$ cat src/rtl/mem_arb_pkg.sv
// Shared types for the fetch/data memory arbiter: FSM states and transaction owner.
package mem_arb_pkg;

    typedef enum logic [1:0] {
        S_IDLE  = 2'd0,
        S_ISSUE = 2'd1,
        S_WAIT  = 2'd2
    } state_t;

    typedef enum logic {
        OWN_IF = 1'b0,
        OWN_D  = 1'b1
    } owner_t;

endpackage

$ cat src/rtl/mem_arbiter_arb_pick.sv
// Combinational winner selection between fetch and data requests.
// MEM_ARB_RR_EN selects round-robin; otherwise data has fixed priority over fetch.
module arb_pick
    import mem_arb_pkg::*;
(
    input  logic   if_req,
    input  logic   d_req,
    input  owner_t last_owner,
    output logic   valid,
    output owner_t winner
);

    assign valid = if_req | d_req;

`ifdef MEM_ARB_RR_EN
    // On a tie the port that did not own the previous grant wins.
    always_comb begin
        winner = OWN_D;
        if (if_req && d_req) begin
            winner = (last_owner == OWN_D) ? OWN_IF : OWN_D;
        end else if (if_req) begin
            winner = OWN_IF;
        end
    end
`else
    logic unused_last_owner;
    assign unused_last_owner = last_owner;

    always_comb begin
        winner = d_req ? OWN_D : OWN_IF;
    end
`endif

endmodule

$ cat src/rtl/mem_arbiter.sv
// Shares one single-port memory between instruction fetch and load/store, one transaction at a time.
// Arbitration policy is chosen by MEM_ARB_RR_EN (round-robin) or its absence (data-first priority).
module mem_arbiter
    import mem_arb_pkg::*;
#(
    parameter int ADDR_WIDTH = 32,
    parameter int DATA_WIDTH = 32
) (
    input  logic                  clk,
    input  logic                  rst,
    input  logic                  if_req,
    input  logic [ADDR_WIDTH-1:0] if_addr,
    output logic                  if_gnt,
    output logic                  if_rvalid,
    output logic [DATA_WIDTH-1:0] if_rdata,
    input  logic                  d_req,
    input  logic                  d_we,
    input  logic [ADDR_WIDTH-1:0] d_addr,
    input  logic [DATA_WIDTH-1:0] d_wdata,
    output logic                  d_gnt,
    output logic                  d_rvalid,
    output logic [DATA_WIDTH-1:0] d_rdata,
    output logic                  mem_req,
    output logic                  mem_we,
    output logic [ADDR_WIDTH-1:0] mem_addr,
    output logic [DATA_WIDTH-1:0] mem_wdata,
    input  logic                  mem_ready,
    input  logic                  mem_rvalid,
    input  logic [DATA_WIDTH-1:0] mem_rdata
);

    state_t state;
    owner_t owner;
    owner_t last_owner;
    logic   pick_valid;
    owner_t pick_winner;
    logic   arb_go;
    logic   issue_acc;
    logic   resp_hit;

    arb_pick u_pick (
        .if_req     (if_req),
        .d_req      (d_req),
        .last_owner (last_owner),
        .valid      (pick_valid),
        .winner     (pick_winner)
    );

    assign issue_acc = (state == S_ISSUE) && mem_ready;
    assign resp_hit  = (state == S_WAIT) && mem_rvalid;
    // A response cycle doubles as an arbitration slot so back-to-back traffic needs no idle cycle.
    assign arb_go    = pick_valid && ((state == S_IDLE) || resp_hit);

    always_ff @(posedge clk or negedge rst) begin
        if (!rst) begin
            state      <= S_IDLE;
            owner      <= OWN_IF;
            last_owner <= OWN_IF;
        end else begin
            case (state)
                S_IDLE: begin
                    if (arb_go) begin
                        state <= S_ISSUE;
                        owner <= pick_winner;
                    end
                end
                S_ISSUE: begin
                    if (mem_ready) begin
                        state      <= S_WAIT;
                        last_owner <= owner;
                    end
                end
                S_WAIT: begin
                    if (mem_rvalid) begin
                        if (arb_go) begin
                            state <= S_ISSUE;
                            owner <= pick_winner;
                        end else begin
                            state <= S_IDLE;
                        end
                    end
                end
                default: state <= S_IDLE;
            endcase
        end
    end

    always_ff @(posedge clk or negedge rst) begin
        if (!rst) begin
            mem_req   <= 1'b0;
            mem_we    <= 1'b0;
            mem_addr  <= '0;
            mem_wdata <= '0;
        end else if (arb_go) begin
            mem_req <= 1'b1;
            if (pick_winner == OWN_D) begin
                mem_we    <= d_we;
                mem_addr  <= d_addr;
                mem_wdata <= d_wdata;
            end else begin
                mem_we    <= 1'b0;
                mem_addr  <= if_addr;
                mem_wdata <= '0;
            end
        end else if (issue_acc) begin
            mem_req <= 1'b0;
        end
    end

    assign if_gnt    = issue_acc && (owner == OWN_IF);
    assign d_gnt     = issue_acc && (owner == OWN_D);
    assign if_rvalid = resp_hit && (owner == OWN_IF);
    assign d_rvalid  = resp_hit && (owner == OWN_D);
    assign if_rdata  = if_rvalid ? mem_rdata : '0;
    assign d_rdata   = d_rvalid ? mem_rdata : '0;

endmodule

$ cat config.mk
export PLATFORM = sky130hd
export DESIGN_NAME = mem_arbiter
export DESIGN_NICKNAME = d
export VERILOG_FILES = /design/src/rtl/mem_arb_pkg.sv /design/src/rtl/mem_arbiter_arb_pick.sv /design/src/rtl/mem_arbiter.sv
export SDC_FILE = /design/constraint.sdc
export NUM_CORES = 1
export LEC_CHECK = 0
export CAP_MARGIN = 25
export CORE_ASPECT_RATIO = 1.4
export CORE_UTILIZATION = 35
export DETAILED_ROUTE_END_ITERATION = 8
export PLACE_DENSITY = 0.83
export SKIP_CTS_REPAIR_TIMING = 1
export SYNTH_ARGS = -nofsm -noshare
export SYNTH_HDL_FRONTEND = slang
export SYNTH_HIERARCHICAL = 1
export SYNTH_SLANG_ARGS = --single-unit
$ cat constraint.sdc
create_clock -name clk -period 1.79 [get_ports clk]
set_input_delay 0.358 -clock clk [delete_from_list [all_inputs] [get_ports clk]]
set_output_delay 0.358 -clock clk [all_outputs]
set_load 0.03 [all_outputs]
# After elaboration in Yosys (flattened, before gate mapping)
# Cells that the tools add are included.
# word_totals
register_bits,69
output_inout_bits,134
elab_cells,42
# classes
eq_ne,5
mux,16
n_bitwise,2
n_reduce_logical,13
# ops
operator,count
2-to-1 mux 32 bit,4
logical AND 1 bit,7
2-to-1 mux 1 bit,7
2-to-1 mux 2 bit,3
!= test 2 bit (second input constant),3
case mux 2 bit (3 select lines),1
nonzero test 2 bit,2
AND reduction 3 bit,1
equality test 2 x 1 -> 1 bit (second input constant),1
equality test 2 bit (second input constant),1
logical NOT 2 bit,1
case mux 1 bit (2 select lines),1
AND reduction 2 bit,1
logical OR 1 bit,1
inverter 1 bit,1
OR 1 bit,1

# Longest topological paths before layout
# depth
ltp_word,7
mapped_depth,6

# Hierarchy
# Netlist, hierarchy kept.
# modules_own_cells
mod,instances,cells_per_inst,area_each_um2
mem_arbiter,1,335,3781.1
arb_pick,1,2,13.8

# Worst setup path after synthesis
# No wires, ideal clock.
# synth_path
path_type,register to output
startpoint,reg state[0]
endpoint,out if_rdata[22]
t_arrival_ps,1385
path_slack_ps,47
stages_incl_launch_ff,5
n_path_buf,1
cell_sequence,dfrtp_1 nor2b_1 and3_2 buf_2 and2_1
# synth_between
elab_chain_cells,4
# synth_rtl
item,line_no,source
"start, declared",mem_arbiter.sv:32,state_t state;
"start signal, assigned",mem_arbiter.sv:56,state <= S_IDLE;
"start signal, assigned",mem_arbiter.sv:63,state <= S_ISSUE;
"start signal, assigned",mem_arbiter.sv:69,state <= S_WAIT;
equality test 2 bit,mem_arbiter.sv:50,assign resp_hit = (state == S_WAIT) && mem_rvalid;
logical AND 1 bit,mem_arbiter.sv:50,
logical AND 1 bit,mem_arbiter.sv:112,assign if_rvalid = resp_hit && (owner == OWN_IF);
named net if_rvalid,mem_arbiter.sv:14,"output logic if_rvalid,"
2-to-1 mux 32 bit,mem_arbiter.sv:114,assign if_rdata = if_rvalid ? mem_rdata : '0;
"end, declared",mem_arbiter.sv:15,"output logic [DATA_WIDTH-1:0] if_rdata,"
# The timed path passes the listed nets, and every way through them passes these cells.

# Final worst setup path
# layout_path
startpoint,reg state[0]
endpoint,out if_rdata[3]
# layout_between
elab_chain_cells,4
# layout_rtl
item,line_no
equality test 2 bit,mem_arbiter.sv:50
logical AND 1 bit,mem_arbiter.sv:50
logical AND 1 bit,mem_arbiter.sv:112
2-to-1 mux 32 bit,mem_arbiter.sv:114
# No other way between the ends.

==> summary.md <==
| Metric | Value |
|---|---|
| Clk_skew | 0.00336 ns |
| Routed length on met1 | 4360 um |
| Final Util | 0.688 |
| Rel. slew slack | 0.750 |
| Syn avg cell area | 11.2 um2 |
| Synth warnings | 6 |
| WL met3 | 1320 um |
| GR Overflow Total | 0 |
| CTS tree | done |
| Reg area | roughly 0.0017 mm2 |
| Highest routed layer | met5 |
| Status | complete, but fails checks |
| Post-Syn Area | 0.00376 mm2 |
| Worst path max stage delay | between 0.4 and 0.5 ns |
| Vias in the first global route | between 3,000 and 4,000 |
| CTS buffer count | 9 |
| Layout cell share with drive strength beyond 1 | 0.341 |
| CP Class | reg2out |
| DR WL/cell | between 15 and 20 um |
| Placeable Area | about 0.010 mm2 |
| Met2 Routed Length | about 7000 um |
| Area of the multi-input gates | between 0.0015 and 0.002 mm2 |
| Syn Inst Count | 335 |
| R2R depth | 4 |
| Die Ht | approximately 120 um |
| Htree depth | 3 |
| Via count | 3,464 |
| Clock sinks | a little under 70 |
| Hpwl dp | 9840 um |
| Worst EP required | between 1 and 1.5 ns |
| Largest net degree at the start of global routing | 70 |
| Tcrit/Tclk final | 1.09 |
| DR pass1 iterations | 4 |
| Final hold vios | 0 |
| I/O Buffers | 268 |
| Endpoints failing setup | 65 |
| Worst setup path start | state[0] |
| Failing checks | setup timing |
| Post-route ant nets | 0 |
| Startpoint Class | register |
| Most frequent cells in the layout | clkdlybuf4s50_1, dfrtp_1, buf_6 |
| Worst R2R End | mem_addr[12] |
| Reg-to-Reg Start | state[1] |
| GP Congestion | between 0.7 and 0.8 |
| Sum Neg Setup Slack | -6.49 ns |
| Pins over their slew limit | 0 |
| Max-cap viol count | 0 |
| Number of vias per cell | 4.58 |
| FILL cells | about 730 |
| Crit path time final | 1.94 ns |
| Final WS setup | -0.153 ns |
| Final total power | approximately 11 mW |
| Crit end category | primary output |
| CP arrival | between 1.5 and 2 ns |
| Clock Tree Buf Depth | 2 |
| Peak supply drop | approximately 0.99 mV |
| Initial antenna violation count | 6 |
| Initial DRC Count | between 100 and 150 |
| Drt drc | 0 |
| CP cell instances | nor2b_4 > and3_4 > clkbuf_16 > and2_1 > buf_6 |
| Worst-path maximum fanout | 16 |
| Least-Margin Pin Slew | roughly 0.37 ns |
| Clock-pin slew on the worst setup and hold paths | 0.05 ns |
| Min-delay worst type | in2async |
| Die area | roughly 0.011 mm2 |
| Max Freq | between 500 and 600 MHz |
| Starting Density | 0.362 |
| Area growth from synthesis to layout | 90.4% |
| Layout Nets | 745 |
| RSZ-0062 raised after global routing | yes |
| GRT Overall Usage | 0.221 |
| Power density cells | ~1500 mW/mm2 |
| Final wirelength | between 10,000 and 15,000 um |
| Slowest-stage cell, CP | dfrtp_1 |
| IO Count | 269 |
| Worst-skew pair later-pin latency | approximately 0.32 ns |
| Root Driver | clkbuf_16 |
| Most common library cell in the layout ignoring fill and taps | clkdlybuf4s50_1 |
| Leakage Power | ~3.2 nW |
| Cell Rows | 44 |
| Syn Nets | 470 |
| Global-route wire length before repair | between 15,000 and 20,000 um |
| Die Width | roughly 90 um |
| R2R Setup Slk | approximately 0.19 ns |
-- critical path, delay by kind of cell, from the launching register on --
family | cells | cell delay, ns
buffers and inverters | 2 | 0.31
flip-flops | 1 | 0.41
AND/OR/NAND/NOR | 3 | 0.54
-- worst max path at each step --
stage                     slack [ns]  depth (start not counted)            to
after floorplan                 0.05                          4  if_rdata[22]
after global placement         -0.38                          6   d_rdata[24]
after detailed placement       -0.40                          6   d_rdata[24]
after CTS                      -0.40                          6   d_rdata[24]
after global routing           -0.20                          5   if_rdata[3]
final                          -0.15                          5   if_rdata[3]
-- metal layers --
layer | GRT usage | vias to the layer above
met5 | 0 | -
met4 | 0.0756 | 6
met3 | 0.0842 | 28
met2 | 0.415 | 164
met1 | 0.208 | 1641
li1 | - | 1625
-- cell type report --
class	count	share of cell area
repair buffers	285	0.418
multi-input cells	210	0.252
flip-flops and latches	69	0.241
clock buffers	12	0.0372
well taps	138	0.0241
inverters	35	0.0183
clock inverters	4	0.00751
diodes	3	0.00105
-- flip-flops by register name (all words and copies together) (netlist names) --
| register | cells |
|---|---|
| mem_we | 1 |
| state | 2 |
| mem_wdata | 32 |
| owner | 1 |
| mem_req | 1 |
| mem_addr | 32 |
-- power breakdown --
| part | internal, mW | total [mW] | switching [mW] |
|---|---|---|---|
| Sequential | 2.35 | 2.78 | 0.431 |
| Combinational | 2.80 | 5.90 | 3.10 |
| Clock | 1.20 | 1.84 | 0.647 |
-- stage by stage --
step           area [um2]  hold WS (ns)  cells  setup WS [ns]
6_report             7160        0.0662    756         -0.153
5_1_grt              7160         0.105    754         -0.202
4_1_cts              6730        0.0854    750         -0.402
3_5_place_dp         6410         0.430    734         -0.403
3_3_place_gp         6410         0.406    734         -0.382
2_1_floorplan        3760        0.0624    335         0.0465
(Power assumes the default switching activity.)
